**src/rtl/pipe_stage_reg_pkg.sv**
```systemverilog
// Shared definitions for the pipeline stage register: payload/counter widths
// and the occupancy state encoding used by the skid-buffer controller.
package pipe_stage_reg_pkg;

  // Default payload width: wd, wreg, wdata, hi, lo, whilo, aluop, mem_addr,
  // reg2, cp0 fields and pc packed together.
  localparam int PAYLOAD_W = 160;

  // Width of the occupancy count (0..2 entries).
  localparam int LEVEL_W = 2;

  // Width of the saturating stall counter and its ceiling.
  localparam int STALL_W = 16;
  localparam logic [STALL_W-1:0] STALL_MAX = '1;

  // Occupancy of the stage: nothing held, main register only, main plus skid.
  typedef enum logic [1:0] {
    ST_EMPTY = 2'd0,
    ST_ONE   = 2'd1,
    ST_TWO   = 2'd2
  } stage_state_e;

  // Number of entries held in a given occupancy state.
  function automatic logic [LEVEL_W-1:0] state_level(input stage_state_e s);
    case (s)
      ST_ONE:  return 2'd1;
      ST_TWO:  return 2'd2;
      default: return 2'd0;
    endcase
  endfunction

endpackage

```
**src/rtl/pipe_stage_reg_skid_buf.sv**
```systemverilog
// Two-entry payload storage for the skid variant of the stage register.
// The main register feeds the output; the skid register catches the one
// extra entry accepted while the downstream stage is not consuming.
// All sequencing decisions come from the controller in pipe_stage_reg.
module skid_buf
  import pipe_stage_reg_pkg::*;
#(
  parameter int                DATA_W     = PAYLOAD_W,
  parameter logic [DATA_W-1:0] BUBBLE_VAL = '0
) (
  input  logic              clk,
  input  logic              rst,
  input  logic              clear,
  input  logic              main_load,
  input  logic              main_from_skid,
  input  logic              skid_load,
  input  logic [DATA_W-1:0] in_data,
  output logic [DATA_W-1:0] main_data
);

  logic [DATA_W-1:0] main_q, main_d;
  logic [DATA_W-1:0] skid_q, skid_d;

  // Next payloads: clearing wins, a skid-to-main move empties the skid slot.
  always_comb begin
    main_d = main_q;
    skid_d = skid_q;
    if (clear) begin
      main_d = BUBBLE_VAL;
      skid_d = BUBBLE_VAL;
    end else begin
      if (main_load) begin
        if (main_from_skid) begin
          main_d = skid_q;
          skid_d = BUBBLE_VAL;
        end else begin
          main_d = in_data;
        end
      end
      if (skid_load) begin
        skid_d = in_data;
      end
    end
  end

  // Payload registers, reset to the bubble value.
  always_ff @(posedge clk or negedge rst) begin
    if (!rst) begin
      main_q <= BUBBLE_VAL;
      skid_q <= BUBBLE_VAL;
    end else begin
      main_q <= main_d;
      skid_q <= skid_d;
    end
  end

  assign main_data = main_q;

endmodule

```
**src/rtl/pipe_stage_reg.sv**
```systemverilog
// Valid/ready pipeline stage register. SKID=1 gives a two-entry skid buffer
// with a registered in_ready (no combinational path from out_ready); SKID=0
// gives a single register whose in_ready looks through to out_ready.
// A saturating counter records cycles in which upstream was stalled.
module pipe_stage_reg
  import pipe_stage_reg_pkg::*;
#(
  parameter int                DATA_W     = PAYLOAD_W,
  parameter int                SKID       = 1,
  parameter logic [DATA_W-1:0] BUBBLE_VAL = '0
) (
  input  logic               clk,
  input  logic               rst,
  input  logic               flush,
  input  logic               in_valid,
  input  logic [DATA_W-1:0]  in_data,
  output logic               in_ready,
  output logic               out_valid,
  output logic [DATA_W-1:0]  out_data,
  input  logic               out_ready,
  output logic [LEVEL_W-1:0] level,
  output logic [STALL_W-1:0] stall_cycles
);

  logic [STALL_W-1:0] stall_q, stall_d;

  if (SKID != 0) begin : g_skid

    stage_state_e      state_q, state_d;
    logic              in_ready_q, in_ready_d;
    logic              in_xfer, out_xfer;
    logic              main_load, main_from_skid, skid_load, buf_clear;
    logic [DATA_W-1:0] main_data;

    // Occupancy controller: next state, storage steering and next in_ready.
    always_comb begin
      state_d        = state_q;
      main_load      = 1'b0;
      main_from_skid = 1'b0;
      skid_load      = 1'b0;
      in_xfer        = in_valid && in_ready_q;
      out_xfer       = (state_q != ST_EMPTY) && out_ready;
      case (state_q)
        ST_EMPTY: begin
          if (in_xfer) begin
            state_d   = ST_ONE;
            main_load = 1'b1;
          end
        end
        ST_ONE: begin
          if (in_xfer && out_xfer) begin
            main_load = 1'b1;
          end else if (in_xfer) begin
            state_d   = ST_TWO;
            skid_load = 1'b1;
          end else if (out_xfer) begin
            state_d = ST_EMPTY;
          end
        end
        ST_TWO: begin
          if (out_xfer) begin
            state_d        = ST_ONE;
            main_load      = 1'b1;
            main_from_skid = 1'b1;
          end
        end
        default: begin
          state_d = ST_EMPTY;
        end
      endcase
      if (flush) begin
        state_d        = ST_EMPTY;
        main_load      = 1'b0;
        main_from_skid = 1'b0;
        skid_load      = 1'b0;
      end
      buf_clear  = (state_d == ST_EMPTY);
      in_ready_d = (state_d != ST_TWO);
    end

    // State and registered in_ready; reset leaves the stage empty and open.
    always_ff @(posedge clk or negedge rst) begin
      if (!rst) begin
        state_q    <= ST_EMPTY;
        in_ready_q <= 1'b1;
      end else begin
        state_q    <= state_d;
        in_ready_q <= in_ready_d;
      end
    end

    skid_buf #(
      .DATA_W     (DATA_W),
      .BUBBLE_VAL (BUBBLE_VAL)
    ) u_skid_buf (
      .clk            (clk),
      .rst            (rst),
      .clear          (buf_clear),
      .main_load      (main_load),
      .main_from_skid (main_from_skid),
      .skid_load      (skid_load),
      .in_data        (in_data),
      .main_data      (main_data)
    );

    assign in_ready  = in_ready_q;
    assign out_valid = (state_q != ST_EMPTY);
    assign out_data  = main_data;
    assign level     = state_level(state_q);

  end else begin : g_single

    logic              valid_q, valid_d;
    logic [DATA_W-1:0] data_q, data_d;
    logic              ready_c;

    assign ready_c = !valid_q || out_ready;

    // Single register: refill on input, drop to bubble when drained or flushed.
    always_comb begin
      valid_d = valid_q;
      data_d  = data_q;
      if (flush) begin
        valid_d = 1'b0;
        data_d  = BUBBLE_VAL;
      end else if (in_valid && ready_c) begin
        valid_d = 1'b1;
        data_d  = in_data;
      end else if (valid_q && out_ready) begin
        valid_d = 1'b0;
        data_d  = BUBBLE_VAL;
      end
    end

    // Payload and valid flag, reset to an empty bubble.
    always_ff @(posedge clk or negedge rst) begin
      if (!rst) begin
        valid_q <= 1'b0;
        data_q  <= BUBBLE_VAL;
      end else begin
        valid_q <= valid_d;
        data_q  <= data_d;
      end
    end

    assign in_ready  = ready_c;
    assign out_valid = valid_q;
    assign out_data  = data_q;
    assign level     = {1'b0, valid_q};

  end

  // Stall counter next value: count refused offers, stick at the ceiling.
  always_comb begin
    stall_d = stall_q;
    if (in_valid && !in_ready && (stall_q != STALL_MAX)) begin
      stall_d = stall_q + 1'b1;
    end
  end

  // Stall counter register; only reset clears it, flush leaves it alone.
  always_ff @(posedge clk or negedge rst) begin
    if (!rst) begin
      stall_q <= '0;
    end else begin
      stall_q <= stall_d;
    end
  end

  assign stall_cycles = stall_q;

endmodule

```
**config.mk**
```make
export PLATFORM = sky130hd
export DESIGN_NAME = pipe_stage_reg
export DESIGN_NICKNAME = d
export VERILOG_FILES = /design/src/rtl/pipe_stage_reg_pkg.sv /design/src/rtl/pipe_stage_reg_skid_buf.sv /design/src/rtl/pipe_stage_reg.sv
export SDC_FILE = /design/constraint.sdc
export NUM_CORES = 1
export LEC_CHECK = 0
export ABC_AREA = 1
export BUFFER_PORTS_ARGS = -buffer_cell sky130_fd_sc_hd__buf_2
export CORE_ASPECT_RATIO = 0.8
export CORE_UTILIZATION = 35
export DETAILED_ROUTE_END_ITERATION = 7
export GPL_TIMING_DRIVEN = 1
export PLACE_DENSITY = 0.54
export SYNTH_ARGS = -nofsm -noshare
export SYNTH_HDL_FRONTEND = slang
export SYNTH_SLANG_ARGS = --single-unit
```
**constraint.sdc**
```tcl
create_clock -name clk -period 1.5 [get_ports clk]
set_input_delay 0.075 -clock clk [delete_from_list [all_inputs] [get_ports clk]]
set_output_delay 0.075 -clock clk [all_outputs]
set_load 0.05 [all_outputs]
```
## Word level (Yosys, flattened, before mapping)

Cells that the tools add are included.

| storage, ports and cells | value |
|---|---|
| bits of input ports | 165 |
| register bits after elaboration | 339 |

| cells by class | value |
|---|---|
| multiplexer cells | 25 |
| equality and inequality tests | 4 |
| add/sub/neg operators | 1 |
| reductions and logical operators | 13 |

Operators with widths:

| cell | count |
|---|---|
| two-way mux 160 bit | 7 |
| adder 16 x 1 -> 16 bit (second input constant) | 1 |
| != test 16 bit (second input constant) | 1 |
| two-way mux 2 bit | 6 |
| two-way mux 1 bit | 9 |
| case mux 2 bit (3 select lines) | 1 |
| nonzero test 3 bit | 2 |
| logical AND 1 bit | 5 |
| logical NOT 2 bit | 2 |
| case mux 2 bit (2 select lines) | 1 |
| nonzero test 2 bit | 2 |
| case mux 1 bit (3 select lines) | 1 |
| equality test 2 x 1 -> 1 bit (second input constant) | 1 |
| equality test 2 bit (second input constant) | 1 |
| != test 2 bit (second input constant) | 1 |
| AND reduction 2 bit | 1 |
| logical NOT 1 bit | 1 |

## Depth between registers and ports, before layout

Gate-level depths: netlist of run 1.

| logic depth | value |
|---|---|
| depth after elaboration | 10 |
| mapped depth | 11 |

## Modules after synthesis

A second synthesis of run 1 with hierarchy kept.

| second synthesis, totals | value |
|---|---|
| cells, all modules | 2065 |
| area total of the unflattened synthesis | 15458.6 um2 |

By module, submodules not included:

| module | cells an instance | area each (um2) | times used | seq. area each (um2) |
|---|---|---|---|---|
| skid_buf | 1888 | 14256.2 | 1 | 8007.7 |
| pipe_stage_reg | 177 | 1202.4 | 1 | 476.7 |

## Worst setup path before layout of run 1

Ideal clock, no wire load.

| path | value |
|---|---|
| path kind | flip-flop to flip-flop |
| from | reg stall_q[0], in the netlist stall_cycles[0] |
| to | reg stall_q[0], in the netlist stall_cycles[0] |
| clock period less this slack | 2020 ps |
| arrival time | 1902 ps |
| slack | -520 ps |
| cell stages (with the launch flop) | 10 |
| required time | 1382 ps |
| buffers on the path | 1 |
| cell sequence | dfrtp_1 > ha_1 > nand3_1 > inv_1 > nand2_1 > o21ai_2 > inv_1 > buf_2 > nand2_1 > nand2_1 |

| between the ends | value |
|---|---|
| longest elaborated chain between the ends | 2 |
| elaborated cells between the ends (all ways) | 3 |
| those cells by class | 1 x add/sub; 1 x eq/ne; 1 x reduce/logical |

RTL lines:

| element | line | text |
|---|---|---|
| from (decl) | pipe_stage_reg.sv:25 | `logic [STALL_W-1:0] stall_q, stall_d;` |
| from (signal assigned) | pipe_stage_reg.sv:166 | `stall_q <= stall_d;` |
| branches (longest 2 deep; another with adder 16 x 1 -> 16 bit) | -- |  |

Several ways; the timed one is not identified.
A chain may end at the register's enable or synchronous reset.

## Worst setup path in the final report of run 1

| path | value |
|---|---|
| from | reg g_skid.state_q[0] |
| to | out level[1] |

| between the ends | value |
|---|---|
| longest elaborated chain between the ends | 2 |
| elaborated cells between the ends (all ways) | 3 |
| those cells by class | 2 x eq/ne; 1 x mux |

RTL lines:

| element | line | text |
|---|---|---|
| from (decl) | pipe_stage_reg.sv:29 | `stage_state_e state_q, state_d;` |
| from (signal assigned) | pipe_stage_reg.sv:87 | `state_q <= state_d;` |
| equality test 2 bit or equality test 2 x 1 -> 1 bit (tied branches) | pipe_stage_reg_pkg.sv:25 | `case (s)` |
| case mux 2 bit (2 select lines) * | pipe_stage_reg_pkg.sv:25 |  |
| to (decl) | pipe_stage_reg.sv:21 | `output logic [LEVEL_W-1:0] level,` |

Every way passes the cells marked *; elsewhere a longest branch is shown, timed or not.

==> flow_summary.toml, run 1 <==
[place]
hpwlAfterDp_mm = 35.4
quantity_of_i_o_buffers_inserted_on_ports = 344
numPlacedInstances = 3328
placedInstanceArea_mm2 = 0.0202
place_ws_ns = -0.272
gpl.final_weighted_congestion = 0.818

[route]
drt.antenna.violating_nets = 0
initialDrtViolationCount = 1097
drt_wl_total_mm = 58.8
route.detailed.drc = 0
dr_total_vias = 17200
detailedRoute.firstPassIterationCount = 5
via_per_inst = 4.77
wire_per_inst_um = 16.3

[critical_path]
crit_type = "register to primary output"
critical_path.startpoint_type = "register"
timing.critical_path.cells = "nor2_4, buf_4, buf_12, buf_12, buf_12"
worst-endpoint-arrival_ns = 1.68
end_kind = "primary output"
cpPeakStageDelay_ns = 0.48
slowest_stage = "sky130_fd_sc_hd__dfrtp_2"
critical-path-top-cell-by-count = "sky130_fd_sc_hd__buf_12"
cp.required_ns = 1.42
crit_path_max_fo = 8

[synthesis]
synth_nets = 2577
mean_instance_size_in_the_synthesized_netlist_um2 = 7.07
yosys_warnings = 0
yosysSeqAreaShare_pct = 49.8
ys_ff_latch = 339
synth_cells = 2411
yosysUniqueCellTypes = 23
post_synth_instance_area_mm2 = 0.0170

[timing]
fin_crit_ns = 1.75
relSlewSlack_pct = 61.9
number_of_setup_violations_in_the_final_report = 324
timing.setup.tns_ns = -60.70
final_hold_viol_count = 0
rsz0062_at_grt = "true"
timing_max_transition_violations_final = 0
fmax_mhz = 570
finalCritPeriodShare_pct = 117
fin_worst_hold_slack_ns = 0.0684
skew_ns = 0.00960
layout_setup_ws_ns = -0.254
max_slew.worst_pin.slew_ns = 0.571

[final_layout]
area.sequential_mm2 = 0.00850
multiInputGateArea_mm2 = 0.00727
final_layout_size_suffix_gt1_share_pct = 21.3
final_cell_count_no_fill = 3597
layout.core_utilization_pct = 50.8
layout.filler_cells = 4590
nets = 3111
final_area_mm2 = 0.0241
areaGrowthSynthToFinish_pct = 41.6

[floorplanning]
initial_core_utilization_pct = 35.9
std_cell_rows = 71
die_area_mm2 = 0.0496
floorplan.io_pins = 345
die_width_um = 249
floorplan.die.height_um = 199
floorplan.core_area_mm2 = 0.0475

[global_route]
grt_pass1_wl_mm = 93.1
groute.usage.overall_pct = 23.5
number_of_global_route_vias_before_repair = 17200
grt_overflow_total = 0
antenna_found_initial = 3
grt_max_degree = 67

[cts]
tritoncts = "yes"
cts_root_buffer = "sky130_fd_sc_hd__clkbuf_16"
cts.sinks = 339
clk_latency_ns = 0.56
htree_levels = 2
clk_pin_slew_worst_paths_ns = 0.06
max-clock-path-buffers = 3
tritoncts.num_buffers = 39

[power]
cellPowerDensity_mw_per_mm2 = 1050
totalPowerFinal_mw = 25.2
max-vdd-ir-drop_mv = 0.705
power.leakage_nw = 14.7

[hold_path]
class_of_the_worst_hold_path = "primary input to register"

[flow_run]
drv_cap = 0

[outcome]
run_status = "complete, but fails checks"
violations = "negative setup slack"
==> state kept, by name, indices dropped and copies added, names as in the netlist <==
register	flops
in_ready	1
g_skid.u_skid_buf.skid_q	160
stall_cycles	16
g_skid.u_skid_buf.main_data	160
g_skid.state_q	2
==> critical path, delay by kind of cell (launching register included) <==
kind	cells	cell delay, ns
buffers and inverters	4	0.48
flip-flops	1	0.48
AND/OR/NAND/NOR	1	0.15
==> where the power goes <==
part	internal [mW]	switching, mW
clock network	5.77	4.07
logic	1.97	3.55
registers	9.59	0.296
==> area by class of cell <==
cell class / count / area share (%)
sequential: 339 / 35.2
multi-input combinational: 1734 / 30.1
timing repair buffer: 648 / 23.1
clock buffer: 57 / 4.87
tap: 620 / 3.21
inverter: 183 / 2.95
clock inverter: 12 / 0.487
antenna: 4 / 0.0415
==> cells in the final DEF (no fill, tap or decap), types with 17 or more instances in the layout <==
cell type                          n
sky130_fd_sc_hd__buf_12           44
sky130_fd_sc_hd__buf_16           17
sky130_fd_sc_hd__buf_2           341
sky130_fd_sc_hd__buf_4            59
sky130_fd_sc_hd__clkbuf_16        48
sky130_fd_sc_hd__dfrtp_1         322
sky130_fd_sc_hd__dlygate4sd3_1   161
sky130_fd_sc_hd__inv_1           174
sky130_fd_sc_hd__nand2_1        1317
sky130_fd_sc_hd__nand2_2          39
sky130_fd_sc_hd__nand3_1         327
==> worst paths after layout <==
check	start	endpoint	slack, ns	depth (start not counted)
max	g_skid.state_q[0]	level[1]	-0.25	5
min	flush	in_ready	0.07	5
max reg2reg	g_skid.state_q[0]	g_skid.u_skid_buf.skid_q[75]	-0.25	9
min reg2reg	g_skid.u_skid_buf.skid_q[140]	g_skid.u_skid_buf.skid_q[140]	0.50	2
max in group asynchronous	rst	g_skid.u_skid_buf.main_data[4]	0.77	3
min in group asynchronous	rst	g_skid.u_skid_buf.main_data[34]	0.09	2
==> repair_timing <==
| action | in CTS | in global routing |
|---|---|---|
| setup endpoints to repair | 324 | 339 |
| pin swaps | 3 | 4 |
| gates cloned | 11 | 7 |
| endpoints found under the hold margin | 659 | 0 |
| hold buffers | 161 | 0 |
| buffers inserted | 14 | 4 |
| resized for setup | 65 | 45 |
==> per-layer routing <==
metal / GRT usage [%] / part of all wire (%) / up-vias
li1: - / - / 8411
met1: 31.7 / 46 / 8181
met2: 38.0 / 46 / 474
met3: 4.14 / 5.3 / 105
met4: 8.21 / 2.9 / 0
met5: 0 / 0 / -
==> synth_stat cells (all sizes together) <==
library cell	n	area [µm²]
dfstp	1	26.3
nand4	2	12.5
xor2	1	8.76
dfrtp	338	8460
clkbuf	38	143
inv	183	687
nor2	21	104
nand2	1359	5110
nand3	330	1650
ha	1	12.5
a21oi	2	13.8
o21ai	7	42.5
xnor2	9	78.8
buf	119	692
==> kinds of logic (layout without fill, tap and decap cells) <==
group,after synthesis,in the layout,synth area share (%)
compound gates,9,9,0.330
xor+xnor,10,10,0.514
fa+ha+maj,1,1,0.0734
buf+inv,340,900,8.93
flops,339,339,49.8
other cells,0,4,0
simple gates,1712,1714,40.4
No activity file was read; power rests on OpenSTA's default activity.
==> run 2, diff against run 1 <==
Settings changed: CTS_BUF_LIST set to sky130_fd_sc_hd__clkbuf_8, RECOVER_POWER set to 25.
==> run 2 against run 1 <==
Against the previous run: the run still ends with negative setup slack left; final cell count is 2.4% higher; die area did not move; global-route usage is 0.74 points higher; worst hold slack better by 0.082 ns; worst setup slack got worse by 0.070 ns; wire length up 6.8%; largest power group unchanged; critical endpoint is now g_skid.u_skid_buf.skid_q[58]; non-clock buffer count is 45 higher.
==> flow_summary.toml, run 2 (same netlist as run 1, synthesis figures left out) <==
[outcome]
run_status = "complete, but fails checks"
violations = "negative setup slack"

[route]
dr_total_vias = 17700
initialDrtViolationCount = 1055
drt_wl_total_mm = 62.8
route.detailed.drc = 0
wire_per_inst_um = 17.1
detailedRoute.firstPassIterationCount = 5
drt.antenna.violating_nets = 0
via_per_inst = 4.80

[floorplanning]
floorplan.core_area_mm2 = 0.0475
floorplan.io_pins = 345
die_width_um = 249
floorplan.die.height_um = 199
initial_core_utilization_pct = 35.9
std_cell_rows = 71
die_area_mm2 = 0.0496

[power]
totalPowerFinal_mw = 25.7
net-switching-power_mw = 8.44
clockPowerShare_pct = 35.1
max-vdd-ir-drop_mv = 0.647
cellPowerDensity_mw_per_mm2 = 1000
power.leakage_nw = 15.4
switching_share_pct = 32.9
combinationalPowerShare_pct = 26.3
internal_power_mw = 17.3
sequentialPowerShare_pct = 38.6

[cts]
cts_root_buffer = "sky130_fd_sc_hd__clkbuf_8"
max-clock-path-buffers = 3
tritoncts = "yes"
cts.sinks = 339
clk_pin_slew_worst_paths_ns = 0.06
htree_levels = 2
tritoncts.num_buffers = 59
clk_latency_ns = 0.66

[global_route]
grt_overflow_total = 0
number_of_global_route_vias_before_repair = 17300
antenna_found_initial = 2
grt_max_degree = 67
grt_pass1_wl_mm = 95.6
groute.usage.overall_pct = 24.2

[timing]
fin_crit_ns = 1.82
relSlewSlack_pct = 22.7
number_of_setup_violations_in_the_final_report = 325
final_hold_viol_count = 0
skew_ns = 0.0363
finalCritPeriodShare_pct = 122
layout_setup_ws_ns = -0.324
fin_worst_hold_slack_ns = 0.151
fmax_mhz = 548
rsz0062_at_grt = "true"
max_slew.worst_pin.slew_ns = 1.16
timing_max_transition_violations_final = 0

[critical_path]
setup.reg_to_reg.worst_slack_ns = -0.32
worst-endpoint-arrival_ns = 2.42
critical_path.startpoint_type = "register"
end_kind = "register"
timing.rr.end = "g_skid.u_skid_buf.skid_q[58]"
cp.required_ns = 2.09
crit_path_max_fo = 7
beginning_of_the_worst_register_to_register_path = "in_ready"
crit_type = "register to register"
r2r.worst_path.cells = 11

[place]
place_ws_ns = -0.272
quantity_of_i_o_buffers_inserted_on_ports = 344
hpwlAfterDp_mm = 35.4
gpl.final_weighted_congestion = 0.818
placedInstanceArea_mm2 = 0.0202

[final_layout]
layout.filler_cells = 4430
areaGrowthSynthToFinish_pct = 50.8
final_layout_size_suffix_gt1_share_pct = 27.6
most-common-layout-cells = "1,275 x sky130_fd_sc_hd__nand2_1, 341 x sky130_fd_sc_hd__buf_2, 322 x sky130_fd_sc_hd__dfrtp_1"
mostFrequentLayoutCell = "sky130_fd_sc_hd__nand2_1"
final_area_mm2 = 0.0257
nets = 3176

[flow_run]
drv_cap = 0

[hold_path]
class_of_the_worst_hold_path = "primary input to async pin"
-- run 2: metrics by stage --
stage	cells	utilization (%)	TNS [ns]
finish	3682	54.1	-76.68
global route	3682	54.1	-109.94
CTS	3653	51.5	-66.17
detailed placement	3328	42.5	-63.20
global placement	3328	42.5	-53.37
floorplan	2411	-	-66.28
-- run 2: per-layer routing --
layer	vias up	GRT usage, %	wire length [µm]
met1	8420	32.8	28200
li1	8567	-	-
met4	0	7.64	1730
met3	113	4.29	3500
met2	573	39.3	29400
met5	-	0	0
-- run 2: worst max-delay path, stage by stage (launching register included) --
cell and delay, ns:
sky130_fd_sc_hd__dfstp_2 0.53, sky130_fd_sc_hd__nand2_2 0.10, sky130_fd_sc_hd__nand2_4 0.11, sky130_fd_sc_hd__inv_1 0.05, sky130_fd_sc_hd__nand2_2 0.08, sky130_fd_sc_hd__nand3_4 0.13
sky130_fd_sc_hd__buf_12 0.17, sky130_fd_sc_hd__nand2_8 0.08, sky130_fd_sc_hd__buf_12 0.17, sky130_fd_sc_hd__clkbuf_16 0.18, sky130_fd_sc_hd__nand3_2 0.06, sky130_fd_sc_hd__nand2_1 0.07
-- run 2: how the worst max path moves through the flow --
stage | startpoint | slack, ns | end | depth (start not counted)
2_1_floorplan | in_ready | -0.24 | g_skid.u_skid_buf.main_data[100] | 11
3_3_place_gp | in_ready | -0.23 | g_skid.u_skid_buf.skid_q[124] | 9
3_5_place_dp | in_ready | -0.27 | g_skid.u_skid_buf.skid_q[43] | 9
4_1_cts | g_skid.state_q[0] | -0.24 | g_skid.u_skid_buf.main_data[133] | 10
5_1_grt | g_skid.state_q[1] | -0.40 | level[1] | 6
6_report | in_ready | -0.32 | g_skid.u_skid_buf.skid_q[58] | 11
-- run 2: final cells by class --
| class | instances | area [µm²] | area share (%) |
|---|---|---|---|
| Sequential cell | 339 | 8500 | 33.1 |
| Multi-Input combinational cell | 1734 | 7980 | 31.1 |
| Timing Repair Buffer | 693 | 6450 | 25.1 |
| Clock buffer | 81 | 1110 | 4.34 |
| Tap cell | 620 | 776 | 3.02 |
| Inverter | 183 | 714 | 2.78 |
| Clock inverter | 30 | 151 | 0.589 |
| Antenna cell | 2 | 5.00 | 0.0195 |
-- run 2: power by group through the flow --
stage	clock, mW	combinational, mW	sequential, mW
final	9.03	6.76	9.91
after global routing	9.70	7.24	9.95
after CTS	9.28	5.99	9.89
after detailed placement	0	4.62	10.0
after global placement	0	4.58	10.0
after floorplan	0	2.01	10.9
-- run 2: what timing repair did --
action / CTS / global route
hold endpoints to repair: 663 / 0
buffers inserted: 30 / 2
setup endpoints to repair: 334 / 358
pin swaps: 9 / 64
cloned: 19 / 26
gates resized for setup: 117 / 203
hold buffers: 166 / 0
